`config.mk`:
```
export PLATFORM = sky130hd
export DESIGN_NAME = fc_sequencer
export DESIGN_NICKNAME = d
export VERILOG_FILES = /design/src/rtl/fc_sequencer.sv
export SDC_FILE = /design/constraint.sdc
export NUM_CORES = 1
export LEC_CHECK = 0
export ABC_AREA = 1
export CORE_AREA = 2 2 178 180
export DETAILED_ROUTE_END_ITERATION = 12
export DIE_AREA = 0 0 180 182
export DONT_BUFFER_PORTS = 1
export GPL_TIMING_DRIVEN = 1
export HOLD_SLACK_MARGIN = 0.03
export PLACE_DENSITY_LB_ADDON = 0.1
export SETUP_SLACK_MARGIN = 0.3
export SLEW_MARGIN = 25
export SYNTH_ARGS = -nofsm -noshare
export SYNTH_HDL_FRONTEND = slang
export SYNTH_SLANG_ARGS = --single-unit
```
`constraint.sdc`:
```
create_clock -name clk -period 7.6 [get_ports clk]
set_clock_uncertainty 0.05 [all_clocks]
set_input_delay 1.52 -clock clk [delete_from_list [all_inputs] [get_ports clk]]
set_output_delay 1.52 -clock clk [all_outputs]
set_load 0.05 [all_outputs]
```
`src/rtl/fc_sequencer.sv`:
```
// Control sequencer for one fully-connected layer: walks every output neuron,
// streams bias and input/weight chunks into the MAC ALU and hands each result out.
module fc_sequencer #(
    parameter int SIZE      = 16,
    parameter int PRECISION = 11,
    parameter int INPUT_SZ  = 4,
    parameter int LEN_W     = 10,
    parameter int ADDR_W    = 16
) (
    input  logic                     clk,
    input  logic                     rst,
    input  logic                     start,
    input  logic [LEN_W-1:0]         in_len,
    input  logic [LEN_W-1:0]         out_len,
    input  logic [ADDR_W-1:0]        in_base,
    input  logic [ADDR_W-1:0]        w_base,
    input  logic [ADDR_W-1:0]        b_base,
    output logic                     busy,
    output logic                     done,
    output logic                     in_rd,
    output logic                     w_rd,
    output logic                     b_rd,
    output logic [ADDR_W-1:0]        in_addr,
    output logic [ADDR_W-1:0]        w_addr,
    output logic [ADDR_W-1:0]        b_addr,
    input  logic [INPUT_SZ*SIZE-1:0] in_rdata,
    input  logic [INPUT_SZ*SIZE-1:0] w_rdata,
    input  logic [SIZE-1:0]          b_rdata,
    output logic [INPUT_SZ*SIZE-1:0] alu_inputs,
    output logic [INPUT_SZ*SIZE-1:0] alu_weights,
    output logic [SIZE-1:0]          alu_bias,
    output logic                     alu_clear,
    output logic                     alu_enable,
    input  logic [SIZE-1:0]          alu_value,
    output logic                     out_valid,
    input  logic                     out_ready,
    output logic [SIZE-1:0]          out_data,
    output logic [LEN_W-1:0]         out_index
);

    if (PRECISION < 0 || PRECISION >= SIZE) begin : g_bad_precision
        $error("fc_sequencer: PRECISION must lie in [0, SIZE)");
    end

    typedef enum logic [2:0] {IDLE, BIAS, CLEAR, MAC, CAPTURE, OUT, DONE} state_t;

    localparam logic [LEN_W-1:0]  CHUNK    = LEN_W'(INPUT_SZ);
    localparam logic [LEN_W-1:0]  LEN_ONE  = LEN_W'(1);
    localparam logic [ADDR_W-1:0] ADDR_ONE = ADDR_W'(1);

    state_t            state;
    logic [LEN_W-1:0]  n_len;
    logic [LEN_W-1:0]  m_len;
    logic [LEN_W-1:0]  j;
    logic [LEN_W-1:0]  rem;
    logic [ADDR_W-1:0] in_base_r;
    logic [ADDR_W-1:0] w_ptr;
    logic [LEN_W-1:0]  rem_next;
    logic [LEN_W-1:0]  j_next;

    // rem is the count of input elements not yet consumed at the current chunk,
    // so the last chunk is simply the one with rem <= INPUT_SZ (no division).
    assign rem_next = rem - CHUNK;
    assign j_next   = j + LEN_ONE;

    // Lanes past the end of the input vector are zeroed whatever memory returned.
    for (genvar i = 0; i < INPUT_SZ; i++) begin : g_lane
        logic lane_on;
        assign lane_on = alu_enable && (rem > LEN_W'(i));
        assign alu_inputs[i*SIZE +: SIZE]  = lane_on ? in_rdata[i*SIZE +: SIZE] : '0;
        assign alu_weights[i*SIZE +: SIZE] = lane_on ? w_rdata[i*SIZE +: SIZE]  : '0;
    end

    assign alu_bias = alu_clear ? b_rdata : '0;

    always_ff @(posedge clk or posedge rst) begin
        if (rst) begin
            state      <= IDLE;
            busy       <= 1'b0;
            done       <= 1'b0;
            in_rd      <= 1'b0;
            w_rd       <= 1'b0;
            b_rd       <= 1'b0;
            in_addr    <= '0;
            w_addr     <= '0;
            b_addr     <= '0;
            alu_clear  <= 1'b0;
            alu_enable <= 1'b0;
            out_valid  <= 1'b0;
            out_data   <= '0;
            out_index  <= '0;
            n_len      <= '0;
            m_len      <= '0;
            j          <= '0;
            rem        <= '0;
            in_base_r  <= '0;
            w_ptr      <= '0;
        end else begin
            case (state)
                IDLE: begin
                    if (start) begin
                        busy      <= 1'b1;
                        n_len     <= in_len;
                        m_len     <= out_len;
                        in_base_r <= in_base;
                        w_ptr     <= w_base;
                        j         <= '0;
                        if (in_len == '0 || out_len == '0) begin
                            done  <= 1'b1;
                            state <= DONE;
                        end else begin
                            b_rd   <= 1'b1;
                            b_addr <= b_base;
                            state  <= BIAS;
                        end
                    end
                end
                BIAS: begin
                    b_rd      <= 1'b0;
                    alu_clear <= 1'b1;
                    in_rd     <= 1'b1;
                    w_rd      <= 1'b1;
                    in_addr   <= in_base_r;
                    w_addr    <= w_ptr;
                    w_ptr     <= w_ptr + ADDR_ONE;
                    rem       <= n_len;
                    state     <= CLEAR;
                end
                CLEAR: begin
                    alu_clear  <= 1'b0;
                    alu_enable <= 1'b1;
                    state      <= MAC;
                    if (rem > CHUNK) begin
                        in_addr <= in_addr + ADDR_ONE;
                        w_addr  <= w_ptr;
                        w_ptr   <= w_ptr + ADDR_ONE;
                    end else begin
                        in_rd <= 1'b0;
                        w_rd  <= 1'b0;
                    end
                end
                // Reads for chunk k+1 are issued while chunk k is being consumed.
                MAC: begin
                    if (rem > CHUNK) begin
                        rem <= rem_next;
                        if (rem_next > CHUNK) begin
                            in_addr <= in_addr + ADDR_ONE;
                            w_addr  <= w_ptr;
                            w_ptr   <= w_ptr + ADDR_ONE;
                        end else begin
                            in_rd <= 1'b0;
                            w_rd  <= 1'b0;
                        end
                    end else begin
                        alu_enable <= 1'b0;
                        in_rd      <= 1'b0;
                        w_rd       <= 1'b0;
                        state      <= CAPTURE;
                    end
                end
                CAPTURE: begin
                    out_data  <= alu_value;
                    out_index <= j;
                    out_valid <= 1'b1;
                    state     <= OUT;
                end
                OUT: begin
                    if (out_ready) begin
                        out_valid <= 1'b0;
                        if (j_next < m_len) begin
                            j      <= j_next;
                            b_rd   <= 1'b1;
                            b_addr <= b_addr + ADDR_ONE;
                            state  <= BIAS;
                        end else begin
                            done  <= 1'b1;
                            state <= DONE;
                        end
                    end
                end
                DONE: begin
                    done  <= 1'b0;
                    busy  <= 1'b0;
                    state <= IDLE;
                end
                default: state <= IDLE;
            endcase
        end
    end

endmodule
```
==> results.sh <==
export IMPL_status="complete, no violations"
export IMPL_cts_resized=0
export IMPL_cp_max_fo=30
export IMPL_p_per_area_mw_per_mm2=562
export IMPL_first_pass_iters=4
export IMPL_io_pin_count=458
export IMPL_rsz0062_at_grt="false"
export IMPL_total_leakage_power_nw=5.70
export IMPL_cpPeakStageDelay_ns=0.73
export IMPL_cap_violations=0
export IMPL_antenna_found_initial=18
export IMPL_ys_seq_area_share_pct=40.8
export IMPL_die_h_um=182
export IMPL_grtUsageTotal_pct=20.0
export IMPL_final_common_cell="nand2_1"
export IMPL_yosys_cell_types_count=42
export IMPL_worst_slew_margin_rel_pct=32.5
export IMPL_final_hold_viol_count=0
export IMPL_die_w_um=180
export IMPL_grt_start_max_net_pins=103
export IMPL_fin_nets=1601
export IMPL_vdd_ir_drop_max_v=0.000285
export IMPL_hpwlAfterDp_um=25900
export IMPL_gp_congestion=0.971
export IMPL_clockRootBuffer="clkbuf_16"
export IMPL_layout_common_cells="nand2_1 (392), inv_1 (230), nor2_1 (196)"
export IMPL_cts_sinks=156
export IMPL_wl_per_cell_um=18.7
export IMPL_cp_end_kind="output pin"
export IMPL_dp_slack_ns=3.06
export IMPL_finalCriticalPeriod_ns=4.92
export IMPL_drc=0
export IMPL_io_buffers=0
export IMPL_cts_tree="yes"
export IMPL_dr_total_vias=8552
export IMPL_vias_per_cell=4.81
export IMPL_avgSynthCellArea_um2=6.95
export IMPL_min_to="j[9]"
export IMPL_row_count=65
export IMPL_dieArea_mm2=0.0328
export IMPL_synth_cells=1376
export IMPL_worstHoldStart="j[9]"
export IMPL_critPathRequiredTime_ns=6.03
export IMPL_postCtsSetupBuffers=0
export IMPL_path_cells="inv_1 > ha_1 > nand4_1 > o21ai_0 > o311ai_4 > buf_4 > nor2_1"
export IMPL_numCtsBuffers=17
export IMPL_synth_seq_cells=156
export IMPL_overflow=0
export IMPL_reg2reg_slack_ns=4.00
export IMPL_ys_warn_count=0
export IMPL_antenna_left=0
export IMPL_critPathBufInv=2
export IMPL_start_kind="register"
export IMPL_clkSlewWorstSetupHoldPaths_ns=0.07
export IMPL_crit_arrival_ns=3.35
export IMPL_layout_drive_gt1_share_pct=7.91
export IMPL_netlist_area_mm2=0.00956
export IMPL_wirelength_um=33300
export IMPL_hold_depth=2
export IMPL_r2r_end="b_addr[6]"
export IMPL_grt_pass1_wl_um=49800
export IMPL_slowest_stage="nor2_1"
export IMPL_timing_rr_start="j[0]"
export IMPL_syn_nets=1625
export IMPL_fillers=3392
export IMPL_drv_slew=0
export IMPL_tns_ns=0
export IMPL_crit_family="simple AND/OR/NAND/NOR gates"
export IMPL_worstRegToRegCells=16
export IMPL_final_setup_viol_count=0
export IMPL_ctsHoldBuffers=0
export IMPL_hp_class="register to register"
export IMPL_worst_pin_slew_ns=1.01
export IMPL_core_area_mm2=0.0310
export IMPL_initial_core_util_pct=30.9
export IMPL_max_freq_ghz=0.203
export IMPL_path_class="register to output pin"
export IMPL_htreeDepth=4
export IMPL_clk_path_buf_depth=2
export IMPL_drt_iter0_markers=440
export IMPL_fin_crit_sh_pct=64.8
export IMPL_synthToLayoutAreaGrowth_pct=10.3
export IMPL_insertion_delay_ns=0.44
export IMPL_grt_pass1_vias=8199
export IMPL_final_setup_worst_slack_ns=2.68
-- flip-flops by register name, summed over array words and instances (netlist names), 3 cells and up --
register / cells
b_addr: 16
state: 3
out_data: 16
out_index: 10
j: 10
in_addr: 16
w_addr: 16
w_ptr: 16
m_len: 10
n_len: 10
in_base_r: 16
rem: 10
-- how the worst max path moves through the flow --
stage | endpoint | cells past startpoint | from
after floorplan | alu_clear | 1 | rst
after global placement | alu_inputs[46] | 7 | rem[2]
after detailed placement | alu_weights[37] | 7 | rem[2]
after CTS | alu_weights[37] | 7 | rem[2]
after global routing | alu_weights[46] | 7 | rem[2]
final | alu_weights[37] | 7 | rem[2]
-- synthesized netlist by cell type (all sizes together) --
library cell,instances,area (um^2)
a21oi,23,119
buf,27,165
a21o,2,15.0
xnor2,7,61.3
nor3b,1,7.51
o211ai,4,30.0
mux2,38,428
nor3,14,75.1
nor2,203,782
mux2i,1,10.0
clkbuf,26,97.6
xor2,14,123
a21boi,1,7.51
a2bb2oi,1,8.76
o21ai,67,335
o21bai,5,37.5
o311ai,2,32.5
nand2,394,1480
a31oi,1,6.26
or2,6,37.5
dfrtp,156,3900
inv,235,882
o221ai,1,8.76
o31ai,3,22.5
nand3,104,526
clkinv,1,3.75
a22oi,1,7.51
ha,17,213
o22ai,3,18.8
nand4,18,119
-- cell families after synthesis --
family                     Yosys count  share of synthesized area, %
AOI/OAI and AO/OA                  114                          6.79
xor gates and xnor gates            21                          1.92
adders and majority gates           17                          2.22
buffers and inverters              289                          12.0
DFF                                156                          40.8
muxes                               39                          4.58
and+or+nand+nor                    740                          31.7
-- final cells by class --
type	instances	area, um^2	share of cell area, %
diodes	10	25.0	0.237
clock buffers	17	425	4.03
repair buffers	10	82.6	0.782
flip-flops and latches	156	3900	37.0
multi-input cells	931	4570	43.3
well taps	402	503	4.77
inverters	236	893	8.46
clock inverters	15	153	1.45
-- per-layer routing --
metal  GRT usage [%]  up-vias  part of all wire, %
li1                -     4201                    -
met1            24.5     3971                   43
met2            30.6      320                   44
met3            10.5       42                   11
met4            5.72       18                  2.2
met5               0        -                 0.35
-- metrics by stage --
step	util, %	cells	instance area (um^2)	power [mW]	hold WS (ns)
2_1_floorplan	-	1376	9560	4.60	0.398
3_3_place_gp	32.0	1734	9920	5.10	0.420
3_5_place_dp	32.0	1734	9930	5.13	0.415
4_1_cts	33.9	1766	10500	5.99	0.438
5_1_grt	34.0	1772	10500	6.36	0.456
6_report	34.1	1777	10600	5.94	0.436
-- tightest hold or removal path: cells and delay by family, from the launching register on --
kind | cells | cell delay [ns]
DFF | 1 | 0.35
and+or+nand+nor | 2 | 0.11
-- where the power goes --
part           switching, mW  total (mW)  leakage, nW  internal [mW]
clock network          0.410       0.847        0.274          0.437
logic                   2.16        2.81         3.50          0.641
registers               1.10        2.28         1.93           1.19
(Power assumes the default switching activity.)
